## src/rtl/pblaze_port_responder_if.sv

```systemverilog
// -----------------------------------------------------------------------------
// pblaze_port_responder_if
// Bundles the KCPSM6 I/O bus, interrupt handshake, RX byte stream, status
// inputs and control outputs of the port responder into one interface.
//   slave  : the peripheral side (pblaze_port_responder)
//   master : the processor/environment side (wrapper or testbench)
// Signals:
//   port_id[7:0], out_port[7:0], write_strobe, k_write_strobe, read_strobe
//   in_port[7:0]   registered read data back to the processor
//   interrupt, interrupt_ack
//   rx_data[7:0], rx_valid, rx_ready
//   gpio_in[7:0], ctrl0[7:0], ctrl1[7:0]
// -----------------------------------------------------------------------------
interface pblaze_port_responder_if;
  logic [7:0] port_id;
  logic [7:0] out_port;
  logic       write_strobe;
  logic       k_write_strobe;
  logic       read_strobe;
  logic [7:0] in_port;
  logic       interrupt;
  logic       interrupt_ack;
  logic [7:0] rx_data;
  logic       rx_valid;
  logic       rx_ready;
  logic [7:0] gpio_in;
  logic [7:0] ctrl0;
  logic [7:0] ctrl1;

  modport slave (
    input  port_id, out_port, write_strobe, k_write_strobe, read_strobe,
    input  interrupt_ack, rx_data, rx_valid, gpio_in,
    output in_port, interrupt, rx_ready, ctrl0, ctrl1
  );

  modport master (
    output port_id, out_port, write_strobe, k_write_strobe, read_strobe,
    output interrupt_ack, rx_data, rx_valid, gpio_in,
    input  in_port, interrupt, rx_ready, ctrl0, ctrl1
  );
endinterface

```

## src/rtl/pblaze_port_responder.sv

```systemverilog
// -----------------------------------------------------------------------------
// pblaze_port_responder
// Port-mapped peripheral on the KCPSM6 I/O bus. Decodes port_id, holds two
// control registers and an interrupt-enable register, buffers an external byte
// stream in an RX FIFO drained by the processor, and drives the interrupt line
// with a request/acknowledge handshake.
// Ports:
//   clk    rising-edge system clock
//   reset  asynchronous active-high reset
//   bus    pblaze_port_responder_if.slave (I/O bus, irq, RX stream, gpio, ctrl)
// Address map (port_id[7:3] == PORT_BASE[7:3], offset = port_id[2:0]):
//   0 R  {5'b0, ovf, full, empty}   1 R  FIFO head (pops)
//   2 RW ctrl0                      3 RW ctrl1
//   4 R  gpio_in                    5 RW {6'b0, ie[1:0]}
//   6 W  bit0=1 clears ovf          7    reserved (reads 0x00)
// OUTPUTK decodes port_id[3:0] only: 4'h2 -> ctrl0, 4'h3 -> ctrl1.
// Build option:
//   PBLAZE_GPIO_SYNC_EN  when defined, gpio_in passes through a 2-flop
//                        synchronizer before the read mux (3-cycle latency
//                        to in_port instead of 1).
// -----------------------------------------------------------------------------
module pblaze_port_responder #(
  parameter logic [7:0] PORT_BASE  = 8'h00,
  parameter int         FIFO_DEPTH = 16,
  parameter logic [7:0] CTRL0_RST  = 8'h00,
  parameter logic [7:0] CTRL1_RST  = 8'h00
) (
  input logic                    clk,
  input logic                    reset,
  pblaze_port_responder_if.slave bus
);

  localparam int AW = (FIFO_DEPTH > 1) ? $clog2(FIFO_DEPTH) : 1;
  localparam int CW = AW + 1;
  localparam logic [CW-1:0] DEPTH_C = CW'(FIFO_DEPTH);

  localparam logic [1:0] ST_IDLE       = 2'b00;
  localparam logic [1:0] ST_ASSERT     = 2'b01;
  localparam logic [1:0] ST_WAIT_CLEAR = 2'b10;

  // State registers
  logic [7:0]    ctrl0_q, ctrl0_d;
  logic [7:0]    ctrl1_q, ctrl1_d;
  logic [1:0]    ie_q, ie_d;
  logic          ovf_q, ovf_d;
  logic [AW-1:0] wr_ptr_q, wr_ptr_d;
  logic [AW-1:0] rd_ptr_q, rd_ptr_d;
  logic [CW-1:0] count_q, count_d;
  logic [7:0]    mem_q [FIFO_DEPTH];
  logic [1:0]    irq_state_q, irq_state_d;
  logic          irq_q;
  logic [7:0]    in_port_q;
  logic          rx_ready_q;

  // Decode and datapath signals
  logic          base_hit_s;
  logic [2:0]    offset_s;
  logic          full_s;
  logic          empty_s;
  logic          push_s;
  logic          pop_s;
  logic          ovf_set_s;
  logic          ovf_clr_s;
  logic          out_wr_s;
  logic          cause_s;
  logic [7:0]    gpio_view_s;
  logic [7:0]    rd_data_s;

  // Address decode, FIFO flags and the transfer qualifiers derived from them
  always_comb begin
    base_hit_s = (bus.port_id[7:3] == PORT_BASE[7:3]);
    offset_s   = bus.port_id[2:0];
    full_s     = (count_q == DEPTH_C);
    empty_s    = (count_q == {CW{1'b0}});
    push_s     = bus.rx_valid & ~full_s;
    pop_s      = bus.read_strobe & base_hit_s & (offset_s == 3'd1) & ~empty_s;
    ovf_set_s  = bus.rx_valid & full_s;
    out_wr_s   = bus.write_strobe & base_hit_s;
    ovf_clr_s  = out_wr_s & (offset_s == 3'd6) & bus.out_port[0];
    cause_s    = (ie_q[0] & ~empty_s) | (ie_q[1] & ovf_q);
  end

  // Register-file next state from OUTPUT / OUTPUTK writes and overflow events
  always_comb begin
    ctrl0_d = ctrl0_q;
    ctrl1_d = ctrl1_q;
    ie_d    = ie_q;
    ovf_d   = ovf_q;
    if (out_wr_s && (offset_s == 3'd2)) begin
      ctrl0_d = bus.out_port;
    end else if (bus.k_write_strobe && (bus.port_id[3:0] == 4'h2)) begin
      ctrl0_d = bus.out_port;
    end else begin
      ctrl0_d = ctrl0_q;
    end
    if (out_wr_s && (offset_s == 3'd3)) begin
      ctrl1_d = bus.out_port;
    end else if (bus.k_write_strobe && (bus.port_id[3:0] == 4'h3)) begin
      ctrl1_d = bus.out_port;
    end else begin
      ctrl1_d = ctrl1_q;
    end
    if (out_wr_s && (offset_s == 3'd5)) begin
      ie_d = bus.out_port[1:0];
    end else begin
      ie_d = ie_q;
    end
    // A fresh overflow outranks a clear arriving in the same cycle.
    if (ovf_set_s) begin
      ovf_d = 1'b1;
    end else if (ovf_clr_s) begin
      ovf_d = 1'b0;
    end else begin
      ovf_d = ovf_q;
    end
  end

  // FIFO pointer and occupancy next state; pointers wrap at the power-of-two depth
  always_comb begin
    wr_ptr_d = push_s ? (wr_ptr_q + AW'(1)) : wr_ptr_q;
    rd_ptr_d = pop_s  ? (rd_ptr_q + AW'(1)) : rd_ptr_q;
    case ({push_s, pop_s})
      2'b10:   count_d = count_q + CW'(1);
      2'b01:   count_d = count_q - CW'(1);
      default: count_d = count_q;
    endcase
  end

`ifdef PBLAZE_GPIO_SYNC_EN
  logic [7:0] gpio_meta_q;
  logic [7:0] gpio_sync_q;

  // Two-flop synchronizer for asynchronous status inputs
  always_ff @(posedge clk or posedge reset) begin
    if (reset) begin
      gpio_meta_q <= 8'h00;
      gpio_sync_q <= 8'h00;
    end else begin
      gpio_meta_q <= bus.gpio_in;
      gpio_sync_q <= gpio_meta_q;
    end
  end

  assign gpio_view_s = gpio_sync_q;
`else
  assign gpio_view_s = bus.gpio_in;
`endif

  // Read mux; the head of an empty FIFO reads as zero
  always_comb begin
    rd_data_s = 8'h00;
    if (base_hit_s) begin
      case (offset_s)
        3'd0:    rd_data_s = {5'b00000, ovf_q, full_s, empty_s};
        3'd1:    rd_data_s = empty_s ? 8'h00 : mem_q[rd_ptr_q];
        3'd2:    rd_data_s = ctrl0_q;
        3'd3:    rd_data_s = ctrl1_q;
        3'd4:    rd_data_s = gpio_view_s;
        3'd5:    rd_data_s = {6'b000000, ie_q};
        default: rd_data_s = 8'h00;
      endcase
    end else begin
      rd_data_s = 8'h00;
    end
  end

  // Interrupt FSM: one request per cause episode, re-armed only once cause drops
  always_comb begin
    irq_state_d = irq_state_q;
    case (irq_state_q)
      ST_IDLE: begin
        if (cause_s) irq_state_d = ST_ASSERT;
        else         irq_state_d = ST_IDLE;
      end
      ST_ASSERT: begin
        if (bus.interrupt_ack) irq_state_d = ST_WAIT_CLEAR;
        else                   irq_state_d = ST_ASSERT;
      end
      ST_WAIT_CLEAR: begin
        if (!cause_s) irq_state_d = ST_IDLE;
        else          irq_state_d = ST_WAIT_CLEAR;
      end
      default: irq_state_d = ST_IDLE;
    endcase
  end

  // Control/status registers, FIFO bookkeeping, FSM and registered outputs
  always_ff @(posedge clk or posedge reset) begin
    if (reset) begin
      ctrl0_q     <= CTRL0_RST;
      ctrl1_q     <= CTRL1_RST;
      ie_q        <= 2'b00;
      ovf_q       <= 1'b0;
      wr_ptr_q    <= {AW{1'b0}};
      rd_ptr_q    <= {AW{1'b0}};
      count_q     <= {CW{1'b0}};
      irq_state_q <= ST_IDLE;
      irq_q       <= 1'b0;
      in_port_q   <= 8'h00;
      rx_ready_q  <= 1'b1;
    end else begin
      ctrl0_q     <= ctrl0_d;
      ctrl1_q     <= ctrl1_d;
      ie_q        <= ie_d;
      ovf_q       <= ovf_d;
      wr_ptr_q    <= wr_ptr_d;
      rd_ptr_q    <= rd_ptr_d;
      count_q     <= count_d;
      irq_state_q <= irq_state_d;
      irq_q       <= (irq_state_d == ST_ASSERT);
      in_port_q   <= rd_data_s;
      rx_ready_q  <= (count_d != DEPTH_C);
    end
  end

  // FIFO storage; contents are abandoned on reset by clearing the pointers
  always_ff @(posedge clk) begin
    if (push_s) begin
      mem_q[wr_ptr_q] <= bus.rx_data;
    end
  end

  assign bus.in_port   = in_port_q;
  assign bus.interrupt = irq_q;
  assign bus.rx_ready  = rx_ready_q;
  assign bus.ctrl0     = ctrl0_q;
  assign bus.ctrl1     = ctrl1_q;

endmodule
```

## src/flat_wrapper.sv

```systemverilog
// flat-port wrapper written by rule: the top's interface ports become plain ports
module pblaze_port_responder_flat 
#(
  parameter logic [7:0] PORT_BASE  = 8'h00,
  parameter int         FIFO_DEPTH = 16,
  parameter logic [7:0] CTRL0_RST  = 8'h00,
  parameter logic [7:0] CTRL1_RST  = 8'h00
)
  (clk, reset, bus_port_id, bus_out_port, bus_write_strobe, bus_k_write_strobe, bus_read_strobe, bus_interrupt_ack, bus_rx_data, bus_rx_valid, bus_gpio_in, bus_in_port, bus_interrupt, bus_rx_ready, bus_ctrl0, bus_ctrl1);
  pblaze_port_responder_if bus_i ();
  input logic clk;
  input logic reset;
  input wire logic [$bits(bus_i.port_id)-1:0] bus_port_id;
  input wire logic [$bits(bus_i.out_port)-1:0] bus_out_port;
  input wire logic [$bits(bus_i.write_strobe)-1:0] bus_write_strobe;
  input wire logic [$bits(bus_i.k_write_strobe)-1:0] bus_k_write_strobe;
  input wire logic [$bits(bus_i.read_strobe)-1:0] bus_read_strobe;
  input wire logic [$bits(bus_i.interrupt_ack)-1:0] bus_interrupt_ack;
  input wire logic [$bits(bus_i.rx_data)-1:0] bus_rx_data;
  input wire logic [$bits(bus_i.rx_valid)-1:0] bus_rx_valid;
  input wire logic [$bits(bus_i.gpio_in)-1:0] bus_gpio_in;
  output wire logic [$bits(bus_i.in_port)-1:0] bus_in_port;
  output wire logic [$bits(bus_i.interrupt)-1:0] bus_interrupt;
  output wire logic [$bits(bus_i.rx_ready)-1:0] bus_rx_ready;
  output wire logic [$bits(bus_i.ctrl0)-1:0] bus_ctrl0;
  output wire logic [$bits(bus_i.ctrl1)-1:0] bus_ctrl1;
  assign bus_i.port_id = bus_port_id;
  assign bus_i.out_port = bus_out_port;
  assign bus_i.write_strobe = bus_write_strobe;
  assign bus_i.k_write_strobe = bus_k_write_strobe;
  assign bus_i.read_strobe = bus_read_strobe;
  assign bus_i.interrupt_ack = bus_interrupt_ack;
  assign bus_i.rx_data = bus_rx_data;
  assign bus_i.rx_valid = bus_rx_valid;
  assign bus_i.gpio_in = bus_gpio_in;
  assign bus_in_port = bus_i.in_port;
  assign bus_interrupt = bus_i.interrupt;
  assign bus_rx_ready = bus_i.rx_ready;
  assign bus_ctrl0 = bus_i.ctrl0;
  assign bus_ctrl1 = bus_i.ctrl1;
  pblaze_port_responder #(.PORT_BASE(PORT_BASE), .FIFO_DEPTH(FIFO_DEPTH), .CTRL0_RST(CTRL0_RST), .CTRL1_RST(CTRL1_RST)) u_core (.clk(clk), .reset(reset), .bus(bus_i));
endmodule
```

## config.mk

```make
export PLATFORM = sky130hd
export DESIGN_NAME = pblaze_port_responder_flat
export DESIGN_NICKNAME = d
export VERILOG_FILES = /design/src/rtl/pblaze_port_responder_if.sv /design/src/rtl/pblaze_port_responder.sv /design/src/flat_wrapper.sv
export SDC_FILE = /design/constraint.sdc
export NUM_CORES = 1
export LEC_CHECK = 0
export ABC_CLOCK_PERIOD_IN_PS = 3000
export BUFFER_PORTS_ARGS = -buffer_cell sky130_fd_sc_hd__buf_2
export CORE_MARGIN = 2
export CORE_UTILIZATION = 55
export CTS_BUF_LIST = sky130_fd_sc_hd__clkbuf_8
export CTS_CLUSTER_DIAMETER = 150
export CTS_CLUSTER_SIZE = 20
export DETAILED_ROUTE_END_ITERATION = 12
export PLACE_DENSITY_LB_ADDON = 0.25
export SETUP_SLACK_MARGIN = 0.3
export SLEW_MARGIN = 20
export SYNTH_ARGS = -nofsm -noshare
export SYNTH_HDL_FRONTEND = slang
export SYNTH_SLANG_ARGS = --single-unit
```

## constraint.sdc

```tcl
create_clock -name clk -period 3 [get_ports clk]
set_clock_uncertainty 0.1 [all_clocks]
set_input_delay 0.6 -clock clk [delete_from_list [all_inputs] [get_ports clk]]
set_output_delay 0.6 -clock clk [all_outputs]
set_load 0.01 [all_outputs]
```

* After elaboration in Yosys (flattened, before gate mapping)
Memory sizes are Yosys's and may differ from the RTL's.
Index checks and enable logic that the tools add are counted.
** Storage, ports and cells
- Bits in registers :: 44
- Input port bits :: 39
- Memories kept :: 1
- Output and inout bits :: 26
- Logic and storage cells :: 72
- RAM bits :: 128
** Memory list
- u_core.mem_q :: depth 16, width 8, read ports 1, clocked after memory_dff 0, write ports 1, RTL line pblaze_port_responder.sv:49 : logic [7:0] mem_q [FIFO_DEPTH];
** Cells by class
- Reduce and logical (&&, ||, !) cells :: 12
- Eq/ne operators :: 15
- Multiplexer cells :: 16
- Add/sub/neg operators :: 4
- Bitwise operators :: 13
** Operators with widths (number)
- 2-to-1 mux 8 bit :: 6
- one-hot mux 8 bit (6 select lines) :: 1
- bitwise AND 1 bit :: 10
- logical NOT 5 bit :: 2
- one-hot mux 5 bit (2 select lines) :: 1
- equality test 3 bit, second input constant :: 3
- adder 4 x 1 -> 4 bit, second input constant :: 2
- equality test 4 x 2 -> 1 bit, second input constant :: 2
- equality test 2 x 1 -> 1 bit, second input constant :: 3
- equality test 3 x 2 -> 1 bit, second input constant :: 2
- one-hot mux 2 bit (3 select lines) :: 1
- nonzero test 2 bit :: 3
- adder 5 x 1 -> 5 bit, second input constant :: 1
- equality test 5 bit, second input constant :: 1
- logical AND 1 bit :: 5
- 2-to-1 mux 1 bit :: 5
- != test 5 bit, second input constant :: 1
- subtractor 5 x 1 -> 5 bit, second input constant :: 1
- equality test 2 bit, second input constant :: 2
- 2-to-1 mux 2 bit :: 2
- equality test 3 x 1 -> 1 bit, second input constant :: 1
- logical NOT 3 bit :: 1
- logical NOT 2 bit :: 1
- inverter 1 bit :: 2
- bitwise OR 1 bit :: 1

* Longest topological paths before layout
- Word-level depth :: 7
- Gate-level depth with buffers :: 12
- Depth with buffers taken out :: 11

* Worst setup path before layout
Ideal clock, no wire load.
- Path kind :: input to register
- Start :: in bus_port_id[0]
- End :: reg u_core.rx_ready_q, in the netlist u_core.bus.rx_ready
- Buffers on the path :: 3
- Path slack :: -5 ps
- Cell stages on the path :: 10
- Arrival time :: 2808 ps
- Library setup time :: 98 ps
- Data required time :: 2802 ps
- Path through :: buf_2 -> nor3b_1 -> a21boi_2 -> and3_1 -> clkbuf_1 -> ha_1 -> clkbuf_1 -> o32ai_1 -> mux2i_1 -> nand4_1
** Between the ends
- Longest elaborated chain between the ends :: 6
- Elaborated cells on any way between the ends :: 7
- Classes of those cells :: eq/ne: 4; mux: 1; bitwise: 2
** RTL lines
- from (decl) :: RTL line flat_wrapper.sv:13 : input wire logic [$bits(bus_i.port_id)-1:0] bus_port_id;
- equality test 3 x 1 -> 1 bit * :: RTL line pblaze_port_responder.sv:76 : pop_s = bus.read_strobe & base_hit_s & (offset_s == 3'd1) & ~empty_s;
- bitwise AND 1 bit * (2 in a row) :: RTL line pblaze_port_responder.sv:76
- equality test 2 x 1 -> 1 bit or equality test 2 bit (tied branches) :: RTL line pblaze_port_responder.sv:122 : case ({push_s, pop_s})
- one-hot mux 5 bit (2 select lines) * :: RTL line pblaze_port_responder.sv:122
- != test 5 bit * :: RTL line pblaze_port_responder.sv:212 : rx_ready_q <= (count_d != DEPTH_C);
- to (signal assigned) :: RTL line pblaze_port_responder.sv:212
- to (decl) :: RTL line pblaze_port_responder.sv:53 : logic rx_ready_q;
Every way passes the cells marked *; elsewhere a longest branch is shown, timed or not.
A chain may end at the register's enable or synchronous reset.

* Worst setup path in the final report
- Start :: reg u_core.count_q[2]
- End :: reg u_core.rx_ready_q, in the netlist u_core.bus.rx_ready
** Between the ends
- Longest elaborated chain between the ends :: 6
- Elaborated cells on any way between the ends :: 12
- Classes of those cells :: add/sub: 2; eq/ne: 4; mux: 1; bitwise: 4; reduce/logical: 1
** RTL lines
- from (decl) :: RTL line pblaze_port_responder.sv:48 : logic [CW-1:0] count_q, count_d;
- from (signal assigned) :: RTL line pblaze_port_responder.sv:196 : count_q <= {CW{1'b0}};
- from (signal assigned) :: RTL line pblaze_port_responder.sv:208 : count_q <= count_d;
- equality test 5 bit or logical NOT 5 bit (tied branches) :: RTL line pblaze_port_responder.sv:73, pblaze_port_responder.sv:74
- inverter 1 bit (on tied branches) :: RTL line pblaze_port_responder.sv:75, pblaze_port_responder.sv:76
- bitwise AND 1 bit (on tied branches) :: RTL line pblaze_port_responder.sv:75, pblaze_port_responder.sv:76
- equality test 2 x 1 -> 1 bit or equality test 2 bit (tied branches) :: RTL line pblaze_port_responder.sv:122
- one-hot mux 5 bit (2 select lines) * :: RTL line pblaze_port_responder.sv:122
- != test 5 bit * :: RTL line pblaze_port_responder.sv:212
Marks and branches as above.

==> run_results.csv <==
group,metric,value,unit
yosys,synth_top_area_share,53.3,%
routing,drt-initial-drc-count,424,
yosys,synth_top_family_by_area,"multiplexers",
grt,grt_first_pass_wirelength,22.2,mm
grt,overflow,0,
finish,final_nets,558,
floorplanning,ios,65,
routing,wl_per_cell,20.5,µm
placement,portBuffers,64,
grt,grt_max_degree,45,
critical_path,crit_path_max_fanout,6,
grt,antenna_found_initial,0,
routing,routed_via_density,5.80,
floorplanning,chipHeight,119,µm
yosys,synth_top_flop_cell,"edfxtp_1",
yosys,synth.cell_area,7220,µm²
yosys,ys_types,49,
yosys,synthArstFlopShare,25.6,%
yosys,synth_compound_area_share,3.66,%
clocking,numCtsBuffers,17,
yosys,ys_warn_count,0,
finish,diodes,0,
routing,wl,14.2,mm
routing,via_count,4036,
timing,tns,0,ps
clocking,clockBufferDepth,2,
yosys,ys_seq_elements,172,
critical_path,arrival,2890,ps
yosys,synthMuxAreaShare,17.3,%
power_and_ir_drop,internal_power,4220,µW
yosys,synth_common_cells,"edfxtp_1 (128), dfrtp_1 (43), mux4_2 (40)",
critical_path,worstPathRequired,3260,ps
clocking,clk_latency,450,ps
critical_path,critPathMaxStageDelay,470,ps
critical_path,cp-end-kind,"flop",
critical_path,cp_slowest_cell,"dfrtp_2",
placement,place_congestion,0.884,
yosys,synthCells,412,
clocking,cts.clk_slew.worst_paths,80,ps
yosys,ys_seq_area_share,68.5,%
floorplanning,std_cell_rows,41,
floorplanning,die_x,119,µm
job,drv_cap,0,
yosys,synthSimpleGateAreaFrac,6.07,%
yosys,synthAdderAreaFrac,1.21,%
critical_path,critPathKind,"flop to flop",
yosys,syn-num-nets,458,
routing,ant_nets,0,
power_and_ir_drop,leakage,0.00308,µW
power_and_ir_drop,combPwrFrac,18.9,%
floorplanning,start_util,56.7,%
timing,final.min_clock_period,2630,ps
finish,design_area,8440,µm²
power_and_ir_drop,cellPowerDensity,691,nW/µm²
yosys,yosysTopAreaCell,"edfxtp_1",
floorplanning,core-area,12700,µm²
clocking,cts-root-buf,"clkbuf_8",
yosys,synthXorXnorAreaFrac,1.44,%
yosys,synth_most_common_cell,"edfxtp_1",
clocking,cts.sinks,172,
power_and_ir_drop,switching_power,1610,µW
clocking,cts_tree,"yes",
critical_path,crit_path_start_kind,"flop",
yosys,synth.avg_cell_area,17.5,µm²
timing,rsz0062_at_grt,"true",
timing,maxSlewViolCount,0,
floorplanning,fp.dieArea,14100,µm²
placement,place_hpwl,9.63,mm
finish,syn_to_final_growth,16.9,%
grt,grt_pass1_vias,4015,
run_status,status,"finished, final reports clean",
yosys,ys_top_cells_by_area,"edfxtp_1 (53%), dfrtp_1 (15%), mux4_2 (12%)",
finish,fill_cells,900,
min_path,hp-class,"input port to async pin",
routing,drt_pass1_iterations,6,
clocking,htree_num_levels,4,
power_and_ir_drop,max-vdd-ir-drop,0.301,mV
placement,placed_cell_area,7940,µm²
timing,finalSetupViolCount,0,
grt,grt_use_total,21.3,%
timing,period_share,87.7,%
power_and_ir_drop,p_seq_share,53.1,%
timing,hold_viol,0,
power_and_ir_drop,p_sw_share,27.6,%
routing,post-route-drc-count,0,
power_and_ir_drop,clkPwrFrac,28.0,%
finish,drive_gt1_share,42.0,%
timing,max_slew.worst_pin.slew,884,ps
timing,fmaxAchievable,380,MHz
timing,slew_headroom,41.0,%
critical_path,cp_cell_sequence,"nor4_4 > a21boi_2 > nor3b_2 > nand3_1 > o21ai_2 > ha_2 > and3_4 > a21oi_4 > o32ai_4 > mux2i_1 > nand4_1",
yosys,synth_edf_count,128,
-- layout make-up --
| type | instances | area (µm²) | area share (%) |
|---|---|---|---|
| clock inverter | 14 | 166 | 1.97 |
| clock buffer | 17 | 234 | 2.77 |
| tap | 172 | 215 | 2.55 |
| inverter | 11 | 41.3 | 0.489 |
| sequential | 172 | 4950 | 58.7 |
| multi-input combinational | 209 | 2220 | 26.3 |
| timing repair buffer | 101 | 611 | 7.23 |
-- flip-flops by register name, indices dropped and copies added, names as in the netlist, 2 cells and up --
| name | cells |
|---|---|
| u_core.count_q | 5 |
| u_core.rd_ptr_q | 4 |
| u_core.bus.ctrl1 | 8 |
| u_core.irq_state_q | 2 |
| u_core.bus.in_port | 8 |
| u_core.bus.ctrl0 | 8 |
| u_core.mem_q | 128 |
| u_core.ie_q | 2 |
| u_core.wr_ptr_q | 4 |
-- timing repair --
action,CTS,global route
hold buffers,0,0
resized for setup,0,13
buffers inserted,0,7
endpoints found under the setup margin,1,4
pin swaps,1,7
-- path summary, 6_finish.rpt --
| kind | start | end | slack, ps | depth (start not counted) |
|---|---|---|---|---|
| max | u_core.count_q[2]$_DFF_PP0_ | u_core.bus.rx_ready$_DFF_PP1_ | 370 | 11 |
| min | reset | u_core.count_q[4]$_DFF_PP0_ | 240 | 2 |
| max reg2reg | u_core.count_q[2]$_DFF_PP0_ | u_core.bus.rx_ready$_DFF_PP1_ | 370 | 11 |
| min reg2reg | u_core.irq_state_q[1]$_DFF_PP0_ | u_core.irq_state_q[0]$_DFF_PP0_ | 390 | 1 |
| max in group asynchronous | reset | u_core.rd_ptr_q[0]$_DFFE_PP0P_ | 1920 | 2 |
| min in group clk | bus_interrupt_ack | u_core.irq_state_q[0]$_DFF_PP0_ | 270 | 2 |
-- placed cells by master (no fill, tap or decap), types with 3 or more instances in the layout --
master	n
a21oi_1	3
xnor2_1	8
edfxtp_1	128
mux4_2	40
nand2_1	22
nor2_1	30
nor3_1	5
clkbuf_8	17
inv_6	4
a222oi_1	5
nand4_1	4
dfrtp_2	3
bufinv_16	3
nand3_1	3
mux2_2	27
ha_1	5
mux2i_1	4
dfrtp_1	39
buf_2	64
a31oi_1	3
inv_1	10
nand2b_1	4
o21ai_0	6
buf_4	36
-- critical path: cells and delay by family, from the launching register on --
| family | cells | cell delay [ps] |
|---|---|---|
| fa+ha+maj | 1 | 220 |
| compound gates | 4 | 530 |
| simple gates | 5 | 1020 |
| mux | 1 | 210 |
| flops | 1 | 470 |
-- routing by layer --
metal	global-route usage (%)	vias up	part of all wire, %	wire [µm]
li1	-	1820	-	-
met1	29.6	2043	43	6150
met4	6.92	0	1.6	229
met2	32.7	152	48	6900
met5	0	-	0	0
met3	6.18	21	6.7	952
-- kinds of logic after synthesis --
kind of cell	after synthesis
buf+inv	31
compound gates	35
simple gates	85
flops	172
xor+xnor	11
mux	71
fa+ha+maj	7
-- per-stage QoR --
| step | instances | util (%) | power (µW) | hold WS [ps] | setup slack, ps |
|---|---|---|---|---|---|
| 3_3_place_gp | 658 | 62.4 | 4090 | 361 | 172 |
| 2_1_floorplan | 412 | - | 3760 | 341 | 311 |
| 6_report | 696 | 66.3 | 5840 | 236 | 369 |
| 4_1_cts | 689 | 65.5 | 5770 | 230 | 338 |
| 5_1_grt | 696 | 66.3 | 6110 | 247 | 125 |
| 3_5_place_dp | 658 | 62.4 | 4140 | 384 | 79.0 |
-- power by group through the flow --
stage               Combinational (µW)  Sequential, µW  Clock [µW]
floorplan                          687            3070           0
global placement                   964            3120           0
detailed placement                 993            3150           0
CTS                               1000            3100        1680
global route                      1210            3130        1770
finish                            1100            3100        1630
No activity file was read; power rests on OpenSTA's default activity.
